$ cat config.mk
export PLATFORM = sky130hd
export DESIGN_NAME = dram_writeback_ctrl
export DESIGN_NICKNAME = d
export VERILOG_FILES = /design/src/rtl/dram_writeback_ctrl.sv
export SDC_FILE = /design/constraint.sdc
export NUM_CORES = 1
export LEC_CHECK = 0
export CAP_MARGIN = 20
export CORE_MARGIN = 1
export CORE_UTILIZATION = 35
export DETAILED_ROUTE_END_ITERATION = 6
export GPL_TIMING_DRIVEN = 0
export PLACE_DENSITY = 0.71
export SYNTH_ARGS = -nofsm -noshare
export SYNTH_HDL_FRONTEND = slang
export SYNTH_SLANG_ARGS = --single-unit
export TNS_END_PERCENT = 100
$ cat constraint.sdc
create_clock -name clk_i -period 9.9 [get_ports clk_i]
set_input_delay 1.98 -clock clk_i [delete_from_list [all_inputs] [get_ports clk_i]]
set_output_delay 1.98 -clock clk_i [all_outputs]
set_load 0.05 [all_outputs]
$ cat src/rtl/dram_writeback_ctrl.sv
//------------------------------------------------------------------------------
// Module   : dram_writeback_ctrl
// Desc     : Streams output-buffer rows to DRAM as DATA_IN_DRAM_WIDTH words,
//            LSB word first, from a programmable start address up to a finish
//            address. Optional lane ReLU at row capture: define WB_RELU_EN.
// Revision : 1.0 - initial release
//------------------------------------------------------------------------------
`default_nettype none

module dram_writeback_ctrl #(
   parameter int DRAM_ADDR_WIDTH    = 18,
   parameter int OUTPUT_ADDR_WIDTH  = 16,
   parameter int DATA_IN_DRAM_WIDTH = 32,
   parameter int N_COLS_ARRAY       = 16,
   parameter int O_WIDTH            = 8
) (
   input  logic                              clk_i,
   input  logic                              general_rst_i,
   input  logic                              start_i,
   input  logic [OUTPUT_ADDR_WIDTH-1:0]      output_count_i,
   input  logic [DRAM_ADDR_WIDTH-1:0]        output_start_addr_dram_i,
   input  logic [DRAM_ADDR_WIDTH-1:0]        output_finish_addr_dram_i,
   output logic                              out_rd_en_o,
   output logic [OUTPUT_ADDR_WIDTH-1:0]      out_rd_address_o,
   input  logic [O_WIDTH*N_COLS_ARRAY-1:0]   out_data_i,
   output logic                              dram_wr_en_o,
   input  logic                              dram_wr_ready_i,
   output logic [DRAM_ADDR_WIDTH-1:0]        dram_wr_address_o,
   output logic [DATA_IN_DRAM_WIDTH-1:0]     dram_wr_data_o,
   output logic                              writeback_done_o,
   output logic [2:0]                        dram_wb_state_o
);

   localparam int c_ROW_W       = O_WIDTH * N_COLS_ARRAY;
   localparam int WORDS_PER_ROW = (c_ROW_W + DATA_IN_DRAM_WIDTH - 1) / DATA_IN_DRAM_WIDTH;
   localparam int c_PAD_W       = WORDS_PER_ROW * DATA_IN_DRAM_WIDTH;
   localparam int c_WORD_W      = (WORDS_PER_ROW > 1) ? $clog2(WORDS_PER_ROW) : 1;

   typedef enum logic [2:0] {
      S_IDLE  = 3'b000,
      S_READ  = 3'b001,
      S_WAIT  = 3'b010,
      S_WRITE = 3'b011,
      S_DONE  = 3'b100
   } state_t;

   state_t                          r_state;
   state_t                          w_next_state;
   logic [OUTPUT_ADDR_WIDTH-1:0]    r_row;
   logic [OUTPUT_ADDR_WIDTH-1:0]    r_count;
   logic [c_WORD_W-1:0]             r_word;
   logic [DRAM_ADDR_WIDTH-1:0]      r_addr;
   logic [DRAM_ADDR_WIDTH-1:0]      r_finish;
   logic [c_ROW_W-1:0]              r_row_data;
   logic [c_ROW_W-1:0]              w_row_capture;
   logic [c_PAD_W-1:0]              w_row_padded;
   logic [DATA_IN_DRAM_WIDTH-1:0]   w_words [WORDS_PER_ROW];
   logic                            w_accept;
   logic                            w_last_word;
   logic                            w_last_row;
   logic                            w_at_finish;

`ifdef WB_RELU_EN
   for (genvar gl = 0; gl < N_COLS_ARRAY; gl++) begin : g_relu
      assign w_row_capture[gl*O_WIDTH +: O_WIDTH] =
         out_data_i[gl*O_WIDTH + O_WIDTH - 1] ? '0 : out_data_i[gl*O_WIDTH +: O_WIDTH];
   end
`else
   assign w_row_capture = out_data_i;
`endif

   // Zero-extend so a partial last word reads zeros above the row width.
   assign w_row_padded = c_PAD_W'(r_row_data);

   for (genvar gw = 0; gw < WORDS_PER_ROW; gw++) begin : g_word
      assign w_words[gw] = w_row_padded[gw*DATA_IN_DRAM_WIDTH +: DATA_IN_DRAM_WIDTH];
   end

   assign w_accept    = (r_state == S_WRITE) && dram_wr_ready_i;
   assign w_last_word = (r_word == c_WORD_W'(WORDS_PER_ROW - 1));
   assign w_last_row  = (r_row == (r_count - 1'b1));
   assign w_at_finish = (r_addr == r_finish);

   assign dram_wb_state_o = r_state;

   always_ff @(posedge clk_i or posedge general_rst_i) begin
      if (general_rst_i) begin
         r_state <= S_IDLE;
      end else begin
         r_state <= w_next_state;
      end
   end

   always_comb begin
      w_next_state      = r_state;
      out_rd_en_o       = 1'b0;
      out_rd_address_o  = '0;
      dram_wr_en_o      = 1'b0;
      dram_wr_address_o = '0;
      dram_wr_data_o    = '0;
      writeback_done_o  = 1'b0;
      case (r_state)
         S_IDLE: begin
            if (start_i) begin
               w_next_state = (output_count_i != '0) ? S_READ : S_DONE;
            end
         end
         S_READ: begin
            out_rd_en_o      = 1'b1;
            out_rd_address_o = r_row;
            w_next_state     = S_WAIT;
         end
         S_WAIT: begin
            w_next_state = S_WRITE;
         end
         S_WRITE: begin
            dram_wr_en_o      = 1'b1;
            dram_wr_address_o = r_addr;
            dram_wr_data_o    = w_words[r_word];
            // The finish bound wins even in the middle of a row.
            if (w_accept) begin
               if (w_at_finish || (w_last_word && w_last_row)) begin
                  w_next_state = S_DONE;
               end else if (w_last_word) begin
                  w_next_state = S_READ;
               end
            end
         end
         S_DONE: begin
            writeback_done_o = 1'b1;
            if (!start_i) begin
               w_next_state = S_IDLE;
            end
         end
         default: begin
            w_next_state = S_IDLE;
         end
      endcase
   end

   always_ff @(posedge clk_i or posedge general_rst_i) begin
      if (general_rst_i) begin
         r_row      <= '0;
         r_count    <= '0;
         r_word     <= '0;
         r_addr     <= '0;
         r_finish   <= '0;
         r_row_data <= '0;
      end else begin
         case (r_state)
            S_IDLE: begin
               if (start_i && (output_count_i != '0)) begin
                  r_count  <= output_count_i;
                  r_addr   <= output_start_addr_dram_i;
                  r_finish <= output_finish_addr_dram_i;
                  r_row    <= '0;
                  r_word   <= '0;
               end
            end
            S_WAIT: begin
               r_row_data <= w_row_capture;
            end
            S_WRITE: begin
               if (w_accept) begin
                  r_addr <= r_addr + 1'b1;
                  if (!w_at_finish) begin
                     if (w_last_word) begin
                        r_word <= '0;
                        r_row  <= r_row + 1'b1;
                     end else begin
                        r_word <= r_word + 1'b1;
                     end
                  end
               end
            end
            default: begin
            end
         endcase
      end
   end

endmodule

`default_nettype wire
-- Yosys cells after proc, flatten, opt, wreduce, memory -nomap -nowiden
Index checks and enable logic that the tools add are counted.
- output and inout bits: 72
- flip-flop bits (word level): 201
- magnitude comparators: 1
- equal/unequal tests: 14
- reduce and logical (&&, ||, !) cells: 12
- add/subtract/negate cells: 4
- multiplexer cells: 29
- bitwise gates (word level): 1
- operators with widths (kind ; number):
    $mux 32 ; 3
    $mux 16 ; 5
    $bmux 32 s2 ; 1
    $mux 18 ; 3
    $pmux 18 s2 ; 1
    $pmux 16 s2 ; 1
    $add 18x1->18 const B ; 1
    $eq 18x18->1 ; 1
    $mux 3 ; 6
    $add 16x1->16 const B ; 1
    $eq 16x16->1 ; 1
    $reduce_bool 16->1 ; 1
    $sub 16x1->16 const B ; 1
    $pmux 3 s5 ; 1
    $ne 2x2->1 const B ; 6
    $mux 2 ; 4
    $reduce_and 4->1 ; 2
    $eq 3x2->1 const B ; 2
    $reduce_and 5->1 ; 1
    $pmux 2 s2 ; 1
    $eq 3x1->1 const B ; 1
    $eq 3x3->1 const B ; 1
    $ge 3x3->1 const B ; 1
    $logic_and 1x1->1 ; 3
    other kinds (10) ; 12

-- Depth between registers and ports, before layout
- depth after elaboration: 7
- mapped depth: 9
- gate-level depth less buffers: 8

-- Worst setup path before layout
OpenSTA, ideal clock, no wires.
- kind: reg-to-output
- start: reg r_state[0] (netlist: dram_wb_state_o[0])
- end: out out_rd_address_o[10]
- slack: 5.597 ns
- stages on the path, launching flop included: 4
- arrival time: 2.323 ns
- required time: 7.920 ns
- buffers on the path: 1
- cells stage by stage: dfrtp_1 -> nor3b_1 -> clkbuf_1 -> and2_1
- word-level cells in the longest chain between the ends: 2
- ends and longest elaborated chain (what ; line ; source):
    start, declared ; 47 ; state_t r_state;
    start signal, assigned ; 90 ; r_state <= w_next_state;
    $eq 3x1->1 ; 102 ; case (r_state)
    $mux 16 ; 102 ;
    end, declared ; 24 ; output logic [OUTPUT_ADDR_WIDTH-1:0] out_rd_address_o,
Every way passes these cells.

-- Final worst setup path
- start: reg r_word[0]
- end: out dram_wr_data_o[18]
- word-level cells in the longest chain between the ends: 5
- ends and longest elaborated chain (what ; line ; source):
    start, declared ; 51 ; logic [c_WORD_W-1:0] r_word;
    start signal, assigned ; 171 ; r_word <= r_word + 1'b1;
    $not 2->3 (implied by the code) ; 119 ; dram_wr_data_o = w_words[r_word];
    $bmux 32 s2 ; 119 ;
    $mux 32 (implied by the code) (2 in series) ; 119 ;
    $mux 32 ; 102 ;
    end, declared ; 29 ; output logic [DATA_IN_DRAM_WIDTH-1:0] dram_wr_data_o,
Every way passes these cells. The select of a mux whose other input is x is not followed.

==> results by group <==
Run status
  • Outcome: complete, no violations

Clock network
  • # H-tree levels: 1
  • Clock Path Buffers: 3
  • CTS tree: built
  • Total CTS buffers: 24
  • CTS-repair resized insts: 0
  • CTS sink cnt: 201
  • Worst-path clk slew: approximately 60 ps
  • Setup bufs post-CTS: 0
  • Clk_lat worst skew: roughly 530 ps
  • Clock Tree Root: clkbuf_16
  • Cts hold-fix bufs: 0

STA
  • Worst-margin pin slew: 909 ps
  • Final hold violations: 0
  • Fin crit share: 0.580
  • Hold_ws: around 500 ps
  • Final Critical Period: between 5000 and 6000 ps
  • Worst setup margin: 4160 ps
  • Setup Viol. Count Final: 0
  • Fmax: 0.174 GHz
  • RSZ-0062 raised after global routing: no
  • Relative slew slack: 0.394
  • Setup Skew: 17.0 ps
  • Final Max Tran Viols: 0

Synthesis
  • EDFF count, synth: 0
  • Sequential cell area fraction in the yosys report: 0.495
  • Top_reg_cell synth: dfrtp_1
  • Syn nets: about 1,100
  • Syn Area/Cell: roughly 11 µm²
  • Cells after Synth: 899
  • Ys Warns: 0
  • Synth cell types: slightly above 60
  • Flops & latches, synth: 201
  • Synthesized area: 0.0102 mm²
  • Async SR Flop Fraction: 1.00

Final layout
  • Antenna diodes: 0
  • Syn-to-layout area delta: 37.4%
  • Fillcell total: about 2,600
  • Layout cells sized above 1: 0.184
  • Most common cell after layout, fill and taps aside: clkdlybuf4s50_1
  • Multi-input gate area: ~0.005 mm²
  • Final Cell Area: about 0.014 mm²
  • Sequential Area: 0.00503 mm²
  • Layout Nets: ~1,400
  • Commonest non-fill, non-tap cells in the layout: 254 x clkdlybuf4s50_1, 201 x dfrtp_1, 143 x nand2_1, 129 x mux2_2, 66 x and2_1

Pwr
  • VDD IR max: between 200 and 250 µV
  • P per Cell Area: between 300 and 400 mW/mm²
  • Leak: about 5.7 nW

GRT
  • Largest net degree at the start of global routing: roughly 110
  • Grt ovf: 0
  • First-pass GRT wire length: between 40,000 and 50,000 µm
  • Global Route Usage Sum: 0.205
  • Initial antenna violation count: 1
  • Number of global-route vias before repair: 8,433

Floorplanning
  • Die Y: 172 µm
  • Die width: approximately 170 µm
  • Core Box Area: ~0.029 mm²
  • Num rows: 62
  • Initial Util: 0.355
  • I/O Pins: between 200 and 300
  • Die footprint: a little under 0.03 mm²

Worst setup path
  • Setup crit end kind: output port
  • Slowest CP cell: clkdlybuf4s50_1
  • Number of buffers and inverters on the critical path: 4
  • Crit-path most repeated cell: buf_1
  • WP data required: 7920 ps
  • Worst-path fanout max: 10
  • Critical path type: reg2out
  • Worst path top cell family by delay: buffers and inverters
  • Cell Chain, Critical Path: buf_2 -> buf_1 -> buf_1 -> mux4_2 -> and2_1 -> clkdlybuf4s50_1
  • Startpoint Class: flop
  • CP peak stage delay: between 800 and 900 ps
  • Worst Path Arrival: between 3000 and 4000 ps

Placed design
  • Final Wtd Congestion: roughly 0.9
  • Port Buf Inserts: 254
  • Pre-CTS setup slack: between 4000 and 5000 ps
  • Post-DP HPWL: around 22,000 µm
  • Placed Area: 0.0132 mm²

Worst hold path
  • HP Class: reg2reg

Flow run
  • Max Cap Violations: 0

Detailed routing
  • Detailed-route vias per instance: between 5 and 6
  • Antenna-violating nets left: 0
  • DRT iter0 DRCs: between 400 and 500
  • Pre-antenna DRT Iters: 7
  • Routed via count: between 8,000 and 9,000
  • Residual DRC count: 0
  • Drt total wl: 29,900 µm
  • WL/cell: ~19 µm
[final timing paths]
path	from	end	slack [ps]	cells past startpoint
max reg2reg	dram_wb_state_o[2]	r_row_data[58]	7200	4
min in group asynchronous	general_rst_i	r_row_data[26]	1950	2
max	r_word[0]	dram_wr_data_o[18]	4160	6
max in group asynchronous	general_rst_i	r_row_data[43]	6970	3
min reg2reg	r_finish[2]	r_finish[2]	500	2
min	r_finish[2]	r_finish[2]	500	2
[Yosys cell counts, drive strengths merged, types with 3 or more instances]
cell type / n / area (µm²)
or4: 13 / 101
nand3: 25 / 125
ha: 4 / 50.1
and4: 3 / 26.3
nor2: 20 / 75.1
dfrtp: 201 / 5030
nand4: 10 / 68.8
inv: 15 / 56.3
and2: 66 / 413
mux4: 32 / 721
nor4: 11 / 83.8
or3: 3 / 18.8
nand2b: 7 / 43.8
or2: 3 / 18.8
nor3: 6 / 35.0
o21ai: 18 / 90.1
nand3b: 3 / 22.5
nor2b: 3 / 18.8
a21oi: 37 / 185
o22ai: 9 / 56.3
mux2i: 3 / 30.0
mux2: 129 / 1450
clkbuf: 38 / 143
xnor2: 14 / 123
nand2: 143 / 537
o31ai: 3 / 22.5
o211ai: 16 / 125
o2bb2ai: 3 / 26.3
nand4b: 3 / 32.5
buf: 16 / 78.8
xor2: 20 / 175
[worst reg2reg max path, stage by stage, from the launching register on]
cell	delay, ps
dfrtp_1	490
nor3b_1	600
clkbuf_1	430
clkbuf_1	640
mux2_2	420
[power by group]
part	total (mW)	internal [mW]	switching, mW	leakage, nW
Clock	0.832	0.477	0.355	0.362
Sequential	1.49	1.21	0.281	2.41
Combinational	2.34	1.04	1.30	2.94
[registers in the layout (all words and copies together) (netlist names)]
| name | cells |
|---|---|
| dram_wb_state_o | 3 |
| r_row_data | 128 |
| r_row | 16 |
| r_addr | 18 |
| r_count | 16 |
| r_word | 2 |
| r_finish | 18 |
[stage by stage]
stage,total power [mW],cells,utilization,TNS (ps)
2_1_floorplan,3.08,899,-,0
3_3_place_gp,3.80,1537,0.461,-88620
3_5_place_dp,3.85,1539,0.462,0
4_1_cts,4.71,1582,0.488,0
5_1_grt,4.94,1582,0.488,0
6_report,4.66,1582,0.488,0
[cell families (layout without fill, tap and decap cells)]
family                     Yosys count  in the layout  synth area share
xor gates and xnor gates            34             34            0.0293
and+or+nand+nor                    327            327             0.166
adders and majority gates            4              4           0.00492
buffers and inverters               69            368            0.0273
muxes                              164            164             0.217
AOI/OAI and AO/OA                  100            100            0.0614
DFF                                201            201             0.495
[layer usage]
layer / track usage / routed length, µm
met1: 0.256 / 12400
met4: 0.0516 / 705
met5: 0 / 15
met3: 0.0597 / 2420
met2: 0.346 / 14400
[final cells by class]
type | instances | area share
clock inverters | 9 | 0.00439
multi-input cells | 629 | 0.348
well taps | 384 | 0.0344
repair buffers | 256 | 0.184
flip-flops and latches | 201 | 0.360
plain buffers | 54 | 0.0158
clock buffers | 34 | 0.0485
inverters | 15 | 0.00457
(Power assumes the default switching activity.)
